<file path="src/rtl/em_pipeline_reg.sv">
// em_pipeline_reg: E->M pipeline register with stall/flush/req bubbles and M-stage forwarding bundle
module em_pipeline_reg #(
   parameter logic [31:0] EXC_PC = 32'h0000_4180,
   parameter int          TNEW_W = 3
) (
   input  logic              clk,
   input  logic              reset,
   input  logic              req,
   input  logic              flush,
   input  logic              stall,
   input  logic [31:0]       E_PC,
   input  logic [31:0]       E_Instr,
   input  logic [31:0]       E_ALU_Result,
   input  logic [31:0]       E_MDU_Out,
   input  logic [31:0]       E_Mem_WData,
   input  logic [4:0]        E_Reg_Addr,
   input  logic              E_Reg_WriteEn,
   input  logic [1:0]        E_Reg_Data_Sel,
   input  logic [TNEW_W-1:0] E_T_new,
   input  logic [4:0]        E_ExcCode,
   input  logic              E_BD,
   output logic [31:0]       M_PC,
   output logic [31:0]       M_Instr,
   output logic [31:0]       M_ALU_Result,
   output logic [31:0]       M_Mem_WData,
   output logic [4:0]        M_ExcCode,
   output logic              M_BD,
   output logic [4:0]        FWD_M_Reg_Addr,
   output logic [31:0]       FWD_M_Reg_Data,
   output logic [TNEW_W-1:0] FWD_M_T_new,
   output logic              FWD_M_Reg_WriteEn
);
   logic              we_eff;
   logic [31:0]       fwd_data;
   logic [TNEW_W-1:0] tnew_aged;
   always_comb begin
      we_eff    = E_Reg_WriteEn && (E_Reg_Addr != 5'd0);
      fwd_data  = (E_Reg_Data_Sel == 2'b01) ? E_PC + 32'd8 :
                  (E_Reg_Data_Sel == 2'b10) ? E_MDU_Out : E_ALU_Result;
      tnew_aged = (E_T_new == '0) ? '0 : E_T_new - TNEW_W'(1);
   end
   always_ff @(posedge clk) begin
      if (reset || req || flush) begin
         M_PC              <= reset ? 32'd0 : req ? EXC_PC : E_PC;
         M_BD              <= !reset && !req && E_BD;
         M_Instr           <= '0;
         M_ALU_Result      <= '0;
         M_Mem_WData       <= '0;
         M_ExcCode         <= '0;
         FWD_M_Reg_Addr    <= '0;
         FWD_M_Reg_Data    <= '0;
         FWD_M_T_new       <= '0;
         FWD_M_Reg_WriteEn <= 1'b0;
      end else if (!stall) begin
         M_PC              <= E_PC;
         M_BD              <= E_BD;
         M_Instr           <= E_Instr;
         M_ALU_Result      <= E_ALU_Result;
         M_Mem_WData       <= E_Mem_WData;
         M_ExcCode         <= E_ExcCode;
         FWD_M_Reg_Addr    <= we_eff ? E_Reg_Addr : 5'd0;
         FWD_M_Reg_Data    <= fwd_data;
         FWD_M_T_new       <= tnew_aged;
         FWD_M_Reg_WriteEn <= we_eff;
      end
   end
endmodule

</file>
<file path="config.mk">
export PLATFORM = sky130hd
export DESIGN_NAME = em_pipeline_reg
export DESIGN_NICKNAME = d
export VERILOG_FILES = /design/src/rtl/em_pipeline_reg.sv
export SDC_FILE = /design/constraint.sdc
export NUM_CORES = 1
export LEC_CHECK = 0
export ABC_AREA = 1
export CAP_MARGIN = 10
export CORE_ASPECT_RATIO = 0.75
export CORE_MARGIN = 10
export CORE_UTILIZATION = 37
export DETAILED_ROUTE_END_ITERATION = 8
export GPL_TIMING_DRIVEN = 0
export PLACE_DENSITY = 0.77
export SETUP_SLACK_MARGIN = 0.4
export SKIP_LAST_GASP = 1
export SLEW_MARGIN = 20
export SYNTH_ARGS = -nofsm -noshare
export SYNTH_HDL_FRONTEND = slang
export SYNTH_SLANG_ARGS = --single-unit
</file>
<file path="constraint.sdc">
create_clock -name clk -period 1.9 [get_ports clk]
set_clock_uncertainty 0.05 [all_clocks]
set_input_delay 0.19 -clock clk [delete_from_list [all_inputs] [get_ports clk]]
set_output_delay 0.19 -clock clk [all_outputs]
set_load 0.05 [all_outputs]
</file>
==> summary.txt <==
Detailed routing
  • Final WL: 33100 µm
  • Drt drc: 0
  • Drt pass-1 iters: 5
  • Vias per inst: 5.09
  • Avg WL per Cell: 20.3 µm
  • Antenna Violating Nets Remaining: 0
  • Via count: 8307
  • Initial DRC Count: 656

Floorplan
  • IO Pins: 357
  • Row cnt: 45
  • Die Y: 143 µm
  • Die Wd: 185 µm
  • Core Area: 0.0201 mm²
  • Full die area: 0.0265 mm²
  • Initial Util: 37.4%

Layout
  • FILL cells: 1822
  • Layout Nets: 1546
  • Area grow syn2layout: 64.4%
  • Diode count: 0
  • Finished Layout Cells: 1632
  • Fraction of layout cells with a size suffix above 1: 20.7%

Setup path
  • Worst Setup SP: req
  • Critical path required time: 1.98 ns
  • CP Launch Type: primary input
  • Crit. End Element: register
  • Bufs and invs on worst path: 3
  • Worst path max stage delay: 0.47 ns
  • Reg2reg start: M_ALU_Result[26]$_SDFFE_PN0N_
  • Setup Crit Path Kind: primary input to register
  • Crit Path Max Fanout: 17
  • Slowest-stage cell, CP: clkdlybuf4s50_1
  • Worst endpoint data arrival time: 1.57 ns
  • Worst path top cell family by delay: buffers and inverters
  • Critical-path cell list: clkdlybuf4s50_1 > nor2_2 > inv_4 > nor2_8 > buf_6 > nand2_8

Synth
  • Post-Syn Nets: 1170
  • Synth Area in XOR/XNOR: 0%
  • Mapped Area: 0.00752 mm²
  • Top cells by area, synth: dfxtp_1 38%, nand2_1 15%, edfxtp_1 13%, nand3_1 10%, o21ai_0 6.0%
  • Post-synthesis compound-gate area fraction: 11.2%
  • Synthesized instance count: 985
  • Synth top area share: 37.8%
  • Post-synthesis mux area share: 0%
  • Synth Area in Adders: 0.499%
  • YS warnings: 0
  • Main combinational cell family by area after synthesis: simple AND/OR/NAND/NOR gates
  • Unique masters post-synth: 28
  • Synth area leader: dfxtp_1
  • Mean area per synthesized cell: 7.64 µm²
  • FF+latch count, synth: 175
  • Share of the yosys chip area belonging to registers: 51.0%
  • Synth Area in Simple Gates: 29.9%

Global routing
  • Largest net degree at the start of global routing: 19
  • Initial antenna violation count: 0
  • GRT overflow: 0
  • Vias in the first global route: 8229
  • First-pass GRT wire length: 48400 µm
  • Total Routing Usage GR: 24.0%

STA
  • Slew @ Worst Pin: 0.667 ns
  • Tmin final: 1.48 ns
  • Final hold slack: 0.0855 ns
  • Slew Limit Headroom: 55.6%
  • Period utilization: 78.1%
  • Final hold violation count: 0
  • Final slew viol count: 0
  • Unrepaired setup endpoints after global routing: true
  • Fmax: 674 MHz
  • Setup violators final: 0

Outcome
  • Outcome: finished, final reports clean

Power
  • Leakage: 0.00523 µW
  • Pwr dens: 732 mW/mm²
  • Internal: 6360 µW
  • Switching share of total power: 29.8%
  • Power share of the clock group: 39.5%
  • Combinational fraction of design power: 17.1%
  • NetSw: 2690 µW
  • Sequential cell fraction of total power: 43.4%
  • Max VDD drop: 477 µV

Hold path
  • Min-delay src: reset
  • Hold Path Class: primary input to register

Clocking
  • Clock Path Buffers: 2
  • # hold bufs at CTS: 0
  • Clock slew seen by the registers of the worst setup and hold paths: 0.08 ns
  • H-tree Lvls: 4
  • CTS tree: done
  • CTS root buffer: clkbuf_16
  • Clock sink total: 175
  • Clk Latency, worst-skew pair: 0.42 ns
  • Num CTS Buffers: 17

Placed design
  • Placed cells: 1597
  • RD Place Congestion: 0.964
  • IO buf count: 354
  • DP HPWL: 26000 µm

Flow run
  • Max-Cap Viols: 0
==> cell type report <==
cell class,instances,area (µm²),area share (%)
flip-flops and latches,175,3830,31.0
plain buffers,59,354,2.86
repair buffers,355,3760,30.4
well taps,258,323,2.61
multi-input cells,689,3250,26.3
inverters,64,250,2.02
clock inverters,13,136,1.10
clock buffers,19,464,3.75
==> worst paths after layout <==
kind / to / slack (ns) / depth (start not counted)
min reg2reg: M_ALU_Result[2]$_SDFFE_PN0N_ / 0.42 / 2
max: M_PC[0]$_DFFE_PP_ / 0.42 / 6
min: M_PC[7]$_DFFE_PP_ / 0.09 / 2
max reg2reg: M_ALU_Result[26]$_SDFFE_PN0N_ / 1.15 / 2
==> power by group through the flow <==
stage | logic [µW] | registers (µW) | clock network [µW]
finish | 1550 | 3930 | 3580
global route | 1650 | 3940 | 3740
CTS | 1530 | 3930 | 3620
detailed placement | 1540 | 4010 | 0
global placement | 1530 | 4010 | 0
floorplan | 366 | 4390 | 0
==> sequential cells by signal, summed over array words and instances, names as in the netlist <==
name               count
FWD_M_Reg_Data        32
M_PC                  32
M_ExcCode              5
FWD_M_T_new            3
M_Instr               32
FWD_M_Reg_WriteEn      1
M_ALU_Result          32
M_BD                   1
FWD_M_Reg_Addr         5
M_Mem_WData           32
==> cell families after synthesis <==
group,count (synthesis)
adder cells (fa/ha/maj),3
flip-flops,175
AO/OA/AOI/OAI,160
AND/OR/NAND/NOR,524
buffers and inverters,123
==> cells in the mapped netlist (all sizes together) <==
cell type and count:
a21oi 45, a31oi 15, and2 1, buf 38
clkbuf 21, dfxtp 142, edfxtp 33, ha 3
inv 64, nand2 299, nand3 151, nor2 72
nor3 1, o211ai 2, o21ai 90, o21bai 7
o31ai 1
==> routing by layer <==
| layer | vias up | share of wire, % | GRT usage (%) |
|---|---|---|---|
| met5 | - | 0 | 0 |
| met3 | 44 | 11 | 9.18 |
| li1 | 3997 | - | - |
| met4 | 0 | 2.1 | 7.00 |
| met1 | 3887 | 41 | 29.1 |
| met2 | 379 | 46 | 38.7 |
==> worst reg2reg max path: stages (launching register included) <==
cell and delay (ns):
dfxtp_1 0.37, nand3_1 0.11, o21ai_0 0.13
==> metrics by stage <==
step | power [µW] | TNS, ns | setup WS (ns) | utilization [%] | cell area, µm²
2_1_floorplan | 4750 | 0 | 0.430 | - | 7530
3_3_place_gp | 5540 | -8.98 | -0.235 | 56.7 | 11400
3_5_place_dp | 5550 | -10.37 | -0.249 | 56.7 | 11400
4_1_cts | 9070 | 0 | 0.371 | 61.0 | 12300
5_1_grt | 9330 | 0 | 0.360 | 61.5 | 12400
6_report | 9060 | 0 | 0.416 | 61.5 | 12400
==> repair_timing <==
action | 4_1_cts | 5_1_grt
setup buffers | 0 | 1
pin swaps | 2 | 6
resized for setup | 540 | 51
endpoints found under the setup margin | 229 | 140
gates cloned | 1 | 1
==> placed cells by master (no fill, tap or decap), drive strengths merged, types with 2 or more instances in the layout <==
| master | count |
|---|---|
| clkinv | 6 |
| ha | 3 |
| buf | 34 |
| a31oi | 15 |
| clkdlybuf4s50 | 174 |
| o21ai | 90 |
| o211ai | 2 |
| dlymetal6s2s | 4 |
| edfxtp | 33 |
| dfxtp | 142 |
| o21bai | 7 |
| nand2 | 300 |
| clkdlybuf4s15 | 172 |
| nor2 | 73 |
| a21oi | 45 |
| nand3 | 151 |
| inv | 71 |
| clkbuf | 48 |
(Power assumes the default switching activity.)
